[src/rtl/seq_detect_pkg.sv]
// seq_detect_pkg: shared width helper and per-channel reset defaults for the sequence detector
package seq_detect_pkg;
  function automatic int len_w(input int max_len);
    return $clog2(max_len + 1);
  endfunction
  localparam logic [31:0] DEF_PAT_A = 32'b010;
  localparam int DEF_LEN_A = 3;
  localparam logic [31:0] DEF_PAT_B = 32'b1001;
  localparam int DEF_LEN_B = 4;
endpackage

[src/rtl/seq_detect_prog_if.sv]
// seq_detect_prog_if: serial data, channel configuration and match/count signals
interface seq_detect_prog_if #(
  parameter int MAX_LEN = 8,
  parameter int CNT_W = 8
);
  import seq_detect_pkg::*;
  localparam int LEN_W = len_w(MAX_LEN);
  logic x;
  logic x_valid;
  logic cfg_wr;
  logic cfg_sel;
  logic [MAX_LEN-1:0] cfg_pattern;
  logic [LEN_W-1:0] cfg_len;
  logic cfg_overlap;
  logic cnt_clr;
  logic match_a;
  logic match_b;
  logic out;
  logic [CNT_W-1:0] cnt_a;
  logic [CNT_W-1:0] cnt_b;
  modport master (
    output x, x_valid, cfg_wr, cfg_sel, cfg_pattern, cfg_len, cfg_overlap, cnt_clr,
    input match_a, match_b, out, cnt_a, cnt_b
  );
  modport slave (
    input x, x_valid, cfg_wr, cfg_sel, cfg_pattern, cfg_len, cfg_overlap, cnt_clr,
    output match_a, match_b, out, cnt_a, cnt_b
  );
endinterface

[src/rtl/seq_match_chan.sv]
// seq_match_chan: one programmable detector channel with history, fill tracking and a saturating match counter
module seq_match_chan
  import seq_detect_pkg::*;
#(
  parameter int MAX_LEN = 8,
  parameter int CNT_W = 8,
  parameter int LEN_W = len_w(MAX_LEN),
  parameter logic [31:0] DEF_PAT = DEF_PAT_A,
  parameter int DEF_LEN = DEF_LEN_A
) (
  input  logic               clk,
  input  logic               reset_n,
  input  logic               x,
  input  logic               x_valid,
  input  logic               wr,
  input  logic [MAX_LEN-1:0] cfg_pattern,
  input  logic [LEN_W-1:0]   cfg_len,
  input  logic               cfg_overlap,
  input  logic               cnt_clr,
  output logic               match,
  output logic [CNT_W-1:0]   cnt
);
  logic [MAX_LEN-1:0] pattern;
  logic [LEN_W-1:0] len;
  logic [LEN_W-1:0] fill;
  logic overlap;
  logic [MAX_LEN-2:0] hist;
  logic [MAX_LEN-1:0] window;
  logic [MAX_LEN-1:0] mask;
  logic en;
  // Mealy match: newest len bits (history plus the bit arriving now) against the low pattern bits
  always_comb begin
    window = {hist, x};
    mask = ~({MAX_LEN{1'b1}} << len);
    en = len >= LEN_W'(2) && len <= LEN_W'(MAX_LEN);
    match = reset_n && x_valid && !wr && en && fill >= len - LEN_W'(1) && ((window ^ pattern) & mask) == '0;
  end
  // configuration, history and fill; a write discards the coincident bit, a non-overlap hit restarts fill
  always_ff @(posedge clk)
    if (!reset_n) begin
      pattern <= DEF_PAT[MAX_LEN-1:0];
      len <= LEN_W'(DEF_LEN);
      overlap <= 1'b1;
      hist <= '0;
      fill <= '0;
    end else if (wr) begin
      pattern <= cfg_pattern;
      len <= cfg_len;
      overlap <= cfg_overlap;
      fill <= '0;
    end else if (x_valid) begin
      hist <= window[MAX_LEN-2:0];
      fill <= (match && !overlap) ? '0 : (fill == LEN_W'(MAX_LEN - 1)) ? fill : fill + 1'b1;
    end
  // saturating match counter; clear beats a coincident increment
  always_ff @(posedge clk)
    if (!reset_n) cnt <= '0;
    else cnt <= cnt_clr ? '0 : (match && cnt != '1) ? cnt + 1'b1 : cnt;
endmodule

[src/rtl/seq_detect_prog.sv]
// seq_detect_prog: two independently programmable serial pattern detectors with combined match output
module seq_detect_prog
  import seq_detect_pkg::*;
#(
  parameter int MAX_LEN = 8,
  parameter int CNT_W = 8
) (
  input logic clk,
  input logic reset_n,
  seq_detect_prog_if.slave bus
);
  localparam int LEN_W = len_w(MAX_LEN);
  seq_match_chan #(
    .MAX_LEN(MAX_LEN), .CNT_W(CNT_W), .LEN_W(LEN_W), .DEF_PAT(DEF_PAT_A), .DEF_LEN(DEF_LEN_A)
  ) u_a (
    .clk(clk),
    .reset_n(reset_n),
    .x(bus.x),
    .x_valid(bus.x_valid),
    .wr(bus.cfg_wr && !bus.cfg_sel),
    .cfg_pattern(bus.cfg_pattern),
    .cfg_len(bus.cfg_len),
    .cfg_overlap(bus.cfg_overlap),
    .cnt_clr(bus.cnt_clr),
    .match(bus.match_a),
    .cnt(bus.cnt_a)
  );
  seq_match_chan #(
    .MAX_LEN(MAX_LEN), .CNT_W(CNT_W), .LEN_W(LEN_W), .DEF_PAT(DEF_PAT_B), .DEF_LEN(DEF_LEN_B)
  ) u_b (
    .clk(clk),
    .reset_n(reset_n),
    .x(bus.x),
    .x_valid(bus.x_valid),
    .wr(bus.cfg_wr && bus.cfg_sel),
    .cfg_pattern(bus.cfg_pattern),
    .cfg_len(bus.cfg_len),
    .cfg_overlap(bus.cfg_overlap),
    .cnt_clr(bus.cnt_clr),
    .match(bus.match_b),
    .cnt(bus.cnt_b)
  );
  assign bus.out = bus.match_a | bus.match_b;
endmodule

[src/flat_wrapper.sv]
// flat-port wrapper written by rule: the top's interface ports become plain ports
module seq_detect_prog_flat import seq_detect_pkg::*;
#(
  parameter int MAX_LEN = 8,
  parameter int CNT_W = 8
)
  (clk, reset_n, bus_x, bus_x_valid, bus_cfg_wr, bus_cfg_sel, bus_cfg_pattern, bus_cfg_len, bus_cfg_overlap, bus_cnt_clr, bus_match_a, bus_match_b, bus_out, bus_cnt_a, bus_cnt_b);
  seq_detect_prog_if #(.MAX_LEN(MAX_LEN), .CNT_W(CNT_W)) bus_i ();
  input logic clk;
  input logic reset_n;
  input wire logic [$bits(bus_i.x)-1:0] bus_x;
  input wire logic [$bits(bus_i.x_valid)-1:0] bus_x_valid;
  input wire logic [$bits(bus_i.cfg_wr)-1:0] bus_cfg_wr;
  input wire logic [$bits(bus_i.cfg_sel)-1:0] bus_cfg_sel;
  input wire logic [$bits(bus_i.cfg_pattern)-1:0] bus_cfg_pattern;
  input wire logic [$bits(bus_i.cfg_len)-1:0] bus_cfg_len;
  input wire logic [$bits(bus_i.cfg_overlap)-1:0] bus_cfg_overlap;
  input wire logic [$bits(bus_i.cnt_clr)-1:0] bus_cnt_clr;
  output wire logic [$bits(bus_i.match_a)-1:0] bus_match_a;
  output wire logic [$bits(bus_i.match_b)-1:0] bus_match_b;
  output wire logic [$bits(bus_i.out)-1:0] bus_out;
  output wire logic [$bits(bus_i.cnt_a)-1:0] bus_cnt_a;
  output wire logic [$bits(bus_i.cnt_b)-1:0] bus_cnt_b;
  assign bus_i.x = bus_x;
  assign bus_i.x_valid = bus_x_valid;
  assign bus_i.cfg_wr = bus_cfg_wr;
  assign bus_i.cfg_sel = bus_cfg_sel;
  assign bus_i.cfg_pattern = bus_cfg_pattern;
  assign bus_i.cfg_len = bus_cfg_len;
  assign bus_i.cfg_overlap = bus_cfg_overlap;
  assign bus_i.cnt_clr = bus_cnt_clr;
  assign bus_match_a = bus_i.match_a;
  assign bus_match_b = bus_i.match_b;
  assign bus_out = bus_i.out;
  assign bus_cnt_a = bus_i.cnt_a;
  assign bus_cnt_b = bus_i.cnt_b;
  seq_detect_prog #(.MAX_LEN(MAX_LEN), .CNT_W(CNT_W)) u_core (.clk(clk), .reset_n(reset_n), .bus(bus_i));
endmodule
[config.mk]
export PLATFORM = sky130hd
export DESIGN_NAME = seq_detect_prog_flat
export DESIGN_NICKNAME = d
export VERILOG_FILES = /design/src/rtl/seq_detect_pkg.sv /design/src/rtl/seq_detect_prog_if.sv /design/src/rtl/seq_match_chan.sv /design/src/rtl/seq_detect_prog.sv /design/src/flat_wrapper.sv
export SDC_FILE = /design/constraint.sdc
export NUM_CORES = 1
export LEC_CHECK = 0
export CAP_MARGIN = 20
export CORE_MARGIN = 4
export CORE_UTILIZATION = 60
export CTS_CLUSTER_SIZE = 10
export DETAILED_ROUTE_END_ITERATION = 8
export HOLD_SLACK_MARGIN = 0.08
export PLACE_DENSITY = 0.95
export SLEW_MARGIN = 20
export SYNTH_ARGS = -nofsm -noshare
export SYNTH_HDL_FRONTEND = slang
export SYNTH_SLANG_ARGS = --single-unit
[constraint.sdc]
create_clock -name clk -period 4 [get_ports clk]
set_input_delay 0.6 -clock clk [delete_from_list [all_inputs] [get_ports clk]]
set_output_delay 0.6 -clock clk [all_outputs]
set_load 0.005 [all_outputs]
Yosys cells after proc, flatten, opt, wreduce, memory -nomap -nowiden
Cells that the tools add are included.

operators by class
  $lt $le $gt $ge = 6
  multiplexer cells = 4
  bitwise operators = 10
  shift-type cells = 2
  reduce and logical (&&, ||, !) cells = 31
  equal/unequal tests = 6
  $add $sub $neg = 6

operators by type and width
  cell                 count
  $logic_and 1x1->1    17
  $add 8x1->8 const B  2
  $and 8x8->8          2
  $logic_not 8->1      2
  $mux 4               4
  $ne 8x8->1 const B   2
  $not 8->8            2
  $shl 8x4->8 const A  2
  $xor 8x8->8          2
  $add 4x1->4 const B  2
  $eq 4x3->1 const B   2
  $ge 4x2->1 const B   2
  $ge 4x4->1           2
  $le 4x4->1 const B   2
  $reduce_and 2->1     4
  $sub 4x1->4 const B  2
  $reduce_or 2->1      3
  $logic_not 1->1      5
  $ne 2x2->1 const B   2
  $not 1->1            3
  $or 1x1->1           1

word-level totals
  output and inout bits = 19
  register bits after elaboration = 64
  bits of input ports = 20
  logic and storage cells = 77

Longest topological paths before layout
  depth after elaboration = 10
  depth in mapped cells = 12
  mapped depth without buffers = 11

Hierarchy
Synthesis repeated with hierarchy kept, for this count alone.

unflattened totals
  cell total of the unflattened synthesis = 384
  area total of the unflattened synthesis = 3550.9 um2

by module, submodules not included
  module                       times used  area an instance (um2)  sequential area each (um2)  cells an instance
  seq_match_chan (u_core.u_a)  1           1770.4                  640.6                       191
  seq_match_chan (u_core.u_b)  1           1757.9                  640.6                       190
  seq_detect_prog              1           22.5                    0.0                         3

Least setup slack after synthesis
No wires, ideal clock.

  kind = reg-to-output
  start = register u_core.u_b.len[1]
  end = output bus_out
  data required time = 3.400 ns
  slack = 1.139 ns
  path buffers = 1
  stages on the path, launching flop included = 11
  data arrival time = 2.261 ns
  path through = dfxtp_1 inv_1 ha_1 inv_1 ha_1 ha_1 a2111oi_0 a2111oi_2 and2_0 buf_2 or2_2

on the way
  word-level cells in the longest chain between the ends = 6
  elaborated cells between the ends (all ways) = 13
  those cells by class = add/sub (1); order compare (3); shift (1); bitwise (3); reduce/logical (5)

RTL lines
  item                                                 RTL line               source
  start, declared                                      seq_match_chan.sv:24   logic [LEN_W-1:0] len;
  start signal, assigned                               seq_match_chan.sv:42   len <= LEN_W'(DEF_LEN);
  start signal, assigned                               seq_match_chan.sv:48   len <= cfg_len;
  branches (longest 4 deep; another with $sub 4x1->4)  n/a
  $logic_and 1x1->1 (*)                                seq_match_chan.sv:36   match = reset_n && x_valid && !wr && en && fill >= len - LEN_W'(1) && ((window ^ pattern) & mask) == '0;
  via bus_match_b                                      flat_wrapper.sv:20     output wire logic [$bits(bus_i.match_b)-1:0] bus_match_b;
  $or 1x1->1 (*)                                       seq_detect_prog.sv:43  assign bus.out = bus.match_a | bus.match_b;
  end, declared                                        flat_wrapper.sv:21     output wire logic [$bits(bus_i.out)-1:0] bus_out;

Mark *: on every way through the listed nets, which the timed path passes.

Worst setup path in the final report
  start = register u_core.u_a.len[1]
  end = output bus_out

on the way
  word-level cells in the longest chain between the ends = 6
  elaborated cells between the ends (all ways) = 13
  those cells by class = add/sub (1); order compare (3); shift (1); bitwise (3); reduce/logical (5)

RTL lines
  item                                                 RTL line
  start, declared                                      seq_match_chan.sv:24
  start signal, assigned                               seq_match_chan.sv:42
  start signal, assigned                               seq_match_chan.sv:48
  branches (longest 4 deep; another with $sub 4x1->4)  n/a
  $logic_and 1x1->1 (*)                                seq_match_chan.sv:36
  $or 1x1->1 (*)                                       seq_detect_prog.sv:43

Every way passes the cells marked *.

==> metrics.txt <==
area grow syn2layout=19.83%; Final HPWL DP=5690 µm; commonest cells after routing, fill and taps aside=84 x nand2_1, 64 x dfxtp_1, 38 x clkdlybuf4s50_1; # DRC=0; Reg power frac=0.453; Antenna Nets Post-Route=0; CTS tree=done; distinct cell type count after synthesis=53; final hold violation count=0; first-pass GRT wire length=13430 µm; first-iteration detailed-routing DRC count=159; CP max FO=7; Post-Layout Cell Count=520; Hold Path Class=reg -> reg; clock latency on the worst-skew pair=0.35 ns; pwr dens=366.4 nW/µm²; vias=3005; share of cells above drive strength 1=0.07589; initial antenna violation count=0; P_leak=1.525 nW; Top delay family on crit path=buffers and inverters; Req. time, crit path=3.40 ns; final count of negative-setup-slack endpoints=0; IO buf count=38; total gr overflow=0; Final Util=0.7401; Worst path max stage delay=0.46 ns; register area=1281 µm²; most common cell after layout, fill and taps aside=nand2_1; P_sw=0.3549 mW; Async SR Flop Fraction=0; status=finished clean; DR WL/cell=14.98 µm; TritonRoute pass-1 iters=4; Chip Height=83.29 µm; power share of the combinational group=0.103; ys flop type=dfxtp_1; max-slew violation count=0; Final WS setup=0.1740 ns; Critical-path top delay cell=a2111oi_1; FMAX=261.4 MHz; num ports=39; vias in the first global route=3025; largest net degree at the start of global routing=37; htree depth=3; flop and latch count out of synthesis=64; nets@finish=485; crit path kind=reg -> out; final hold slack=0.4800 ns; Slew @ Worst Pin=1.050 ns; Worst Reg-to-Reg Cells=11; cts bufs inserted=9; placed instance count=504; Clock Skews=0.005775 ns; pre-CTS setup slack=0.3392 ns; EDFF count, synth=0; die footprint=6936 µm²; Syn Inst Count=410; register area share after synthesis=0.3767; clock share of power=0.444; Max Root-Sink Buffers=2; Slew headroom=0.2986; # hold bufs at CTS=0; crit path DAT=3.23 ns; Reg clk slew, reported paths=0.07 ns; Mapped Area=3401 µm²; Routed WL=7792 µm; switching share of power=0.2376; maximum vdd drop=0.2363 mV; Final min period=3.826 ns; Setup crit end kind=output pin; syn_nets=452; # rows=27; Clock Sinks=64; final worst-path cycle share=0.9565; critical path, cell by cell=inv_1 > ha_1 > inv_1 > ha_1 > ha_1 > a2111oi_1 > nor4b_2 > nand2_2 > inv_1 > or2_2 > clkdlybuf4s50_1; synth warn=0; hold path depth=2; CP bufs+invs=4; FILL cells=409; die width=83.29 µm; Avg Cell Area, Syn=8.295 µm²; Core Region=5507 µm²; n_diodes=0; Max-Cap Viols=0; GRT Overall Usage=0.2366; Multi-input gate area=1994 µm²; Initial Util=0.6176; P_int=1.138 mW; vias per cell=5.779; clk root buf=clkbuf_8; crit start category=flop; Placer Congestion=0.8978; CP Depth=11
synth_stat cells (all sizes together), types with 3 or more instances:
cell,instances,area (µm²)
nor3,13,70.07
nor2b,4,25.02
o22ai,5,31.28
a21oi,14,70.07
a21boi,32,240.2
dfxtp,64,1281
mux2i,3,30.03
o21ai,6,30.03
buf,5,30.02
nand2b,6,37.54
and3,5,32.53
o31ai,4,30.03
or4,4,30.03
nand2,85,321.6
nand4,4,25.02
a2111oi,4,47.55
xor2,7,61.31
ha,22,275.3
o211ai,6,45.04
and2,4,25.02
xnor2,15,131.4
nor2,15,56.30
inv,15,56.30
clkbuf,16,60.06
nor4,4,31.28
nand3,25,130.1
what timing repair did:
action | 4_1_cts | 5_1_grt
hold endpoints to repair | 0 | 0
setup buffers | 0 | 0
gates cloned | 0 | 0
endpoints found under the setup margin | 1 | 3
resized for setup | 1 | 5
pin swaps | 0 | 1
final timing paths:
path                                 startpoint                                  to  slack [ns]
min reg2reg  u_core.u_a.pattern[4]$_SDFFE_PN0P_  u_core.u_a.pattern[4]$_SDFFE_PN0P_        0.48
max              u_core.u_a.len[1]$_SDFFE_PN1P_                             bus_out        0.17
min          u_core.u_a.pattern[4]$_SDFFE_PN0P_  u_core.u_a.pattern[4]$_SDFFE_PN0P_        0.48
max reg2reg      u_core.u_b.len[0]$_SDFFE_PN0P_      u_core.u_b.cnt[5]$_SDFFE_PP0P_        1.11
cell type report:
cell class	count	share of cell area
multi-input combinational	310	0.4894
sequential	64	0.3144
timing repair buffer	43	0.1025
clock buffer	10	0.03132
clock inverter	6	0.02640
tap	72	0.02211
inverter	15	0.01382
stage by stage:
stage / total power [mW] / instance area, µm² / TNS (ns)
2_1_floorplan: 0.7855 / 3401 / 0
3_3_place_gp: 0.8313 / 3819 / 0
3_5_place_dp: 0.8372 / 3819 / 0
4_1_cts: 1.494 / 4055 / 0
5_1_grt: 1.548 / 4075 / -0.01554
6_report: 1.493 / 4075 / 0
tightest hold or removal path: cells and delay by family (launching register included):
family             cells  cell delay [ns]
and+or+nand+nor        1             0.05
AOI/OAI and AO/OA      1             0.06
DFF                    1             0.32
power groups by stage:
stage	logic (mW)	registers [mW]	clock network [mW]
3_5_place_dp	0.146	0.691	0
3_3_place_gp	0.142	0.690	0
6_report	0.154	0.677	0.663
4_1_cts	0.149	0.676	0.668
5_1_grt	0.172	0.679	0.697
2_1_floorplan	0.103	0.682	0
logic make-up (layout without fill, tap and decap cells):
family                   count (synthesis)  after routing  synth area share
AND/OR/NAND/NOR                        179            179            0.2561
adder cells (fa/ha/maj)                 22             22           0.08094
AO/OA/AOI/OAI                           84             84            0.1777
XOR/XNOR                                22             22           0.05666
flip-flops                              64             64            0.3767
buffers and inverters                   36             74           0.04304
multiplexers                             3              3          0.008830
state kept, by name, summed over array words and instances (netlist names):
register,cells
u_core.u_b.cnt,8
u_core.u_b.overlap,1
u_core.u_b.fill,4
u_core.u_a.overlap,1
u_core.u_a.len,4
u_core.u_a.hist,7
u_core.u_a.cnt,8
u_core.u_b.hist,7
u_core.u_a.fill,4
u_core.u_b.pattern,8
u_core.u_a.pattern,8
u_core.u_b.len,4
routing by layer:
| metal | part of all wire | track usage | up-vias |
|---|---|---|---|
| li1 | - | - | 1497 |
| met1 | 0.45 | 0.2844 | 1398 |
| met2 | 0.48 | 0.4009 | 91 |
| met3 | 0.050 | 0.03671 | 19 |
| met4 | 0.030 | 0.1308 | 0 |
| met5 | 0 | 0 | - |
No activity file was read; power rests on OpenSTA's default activity.
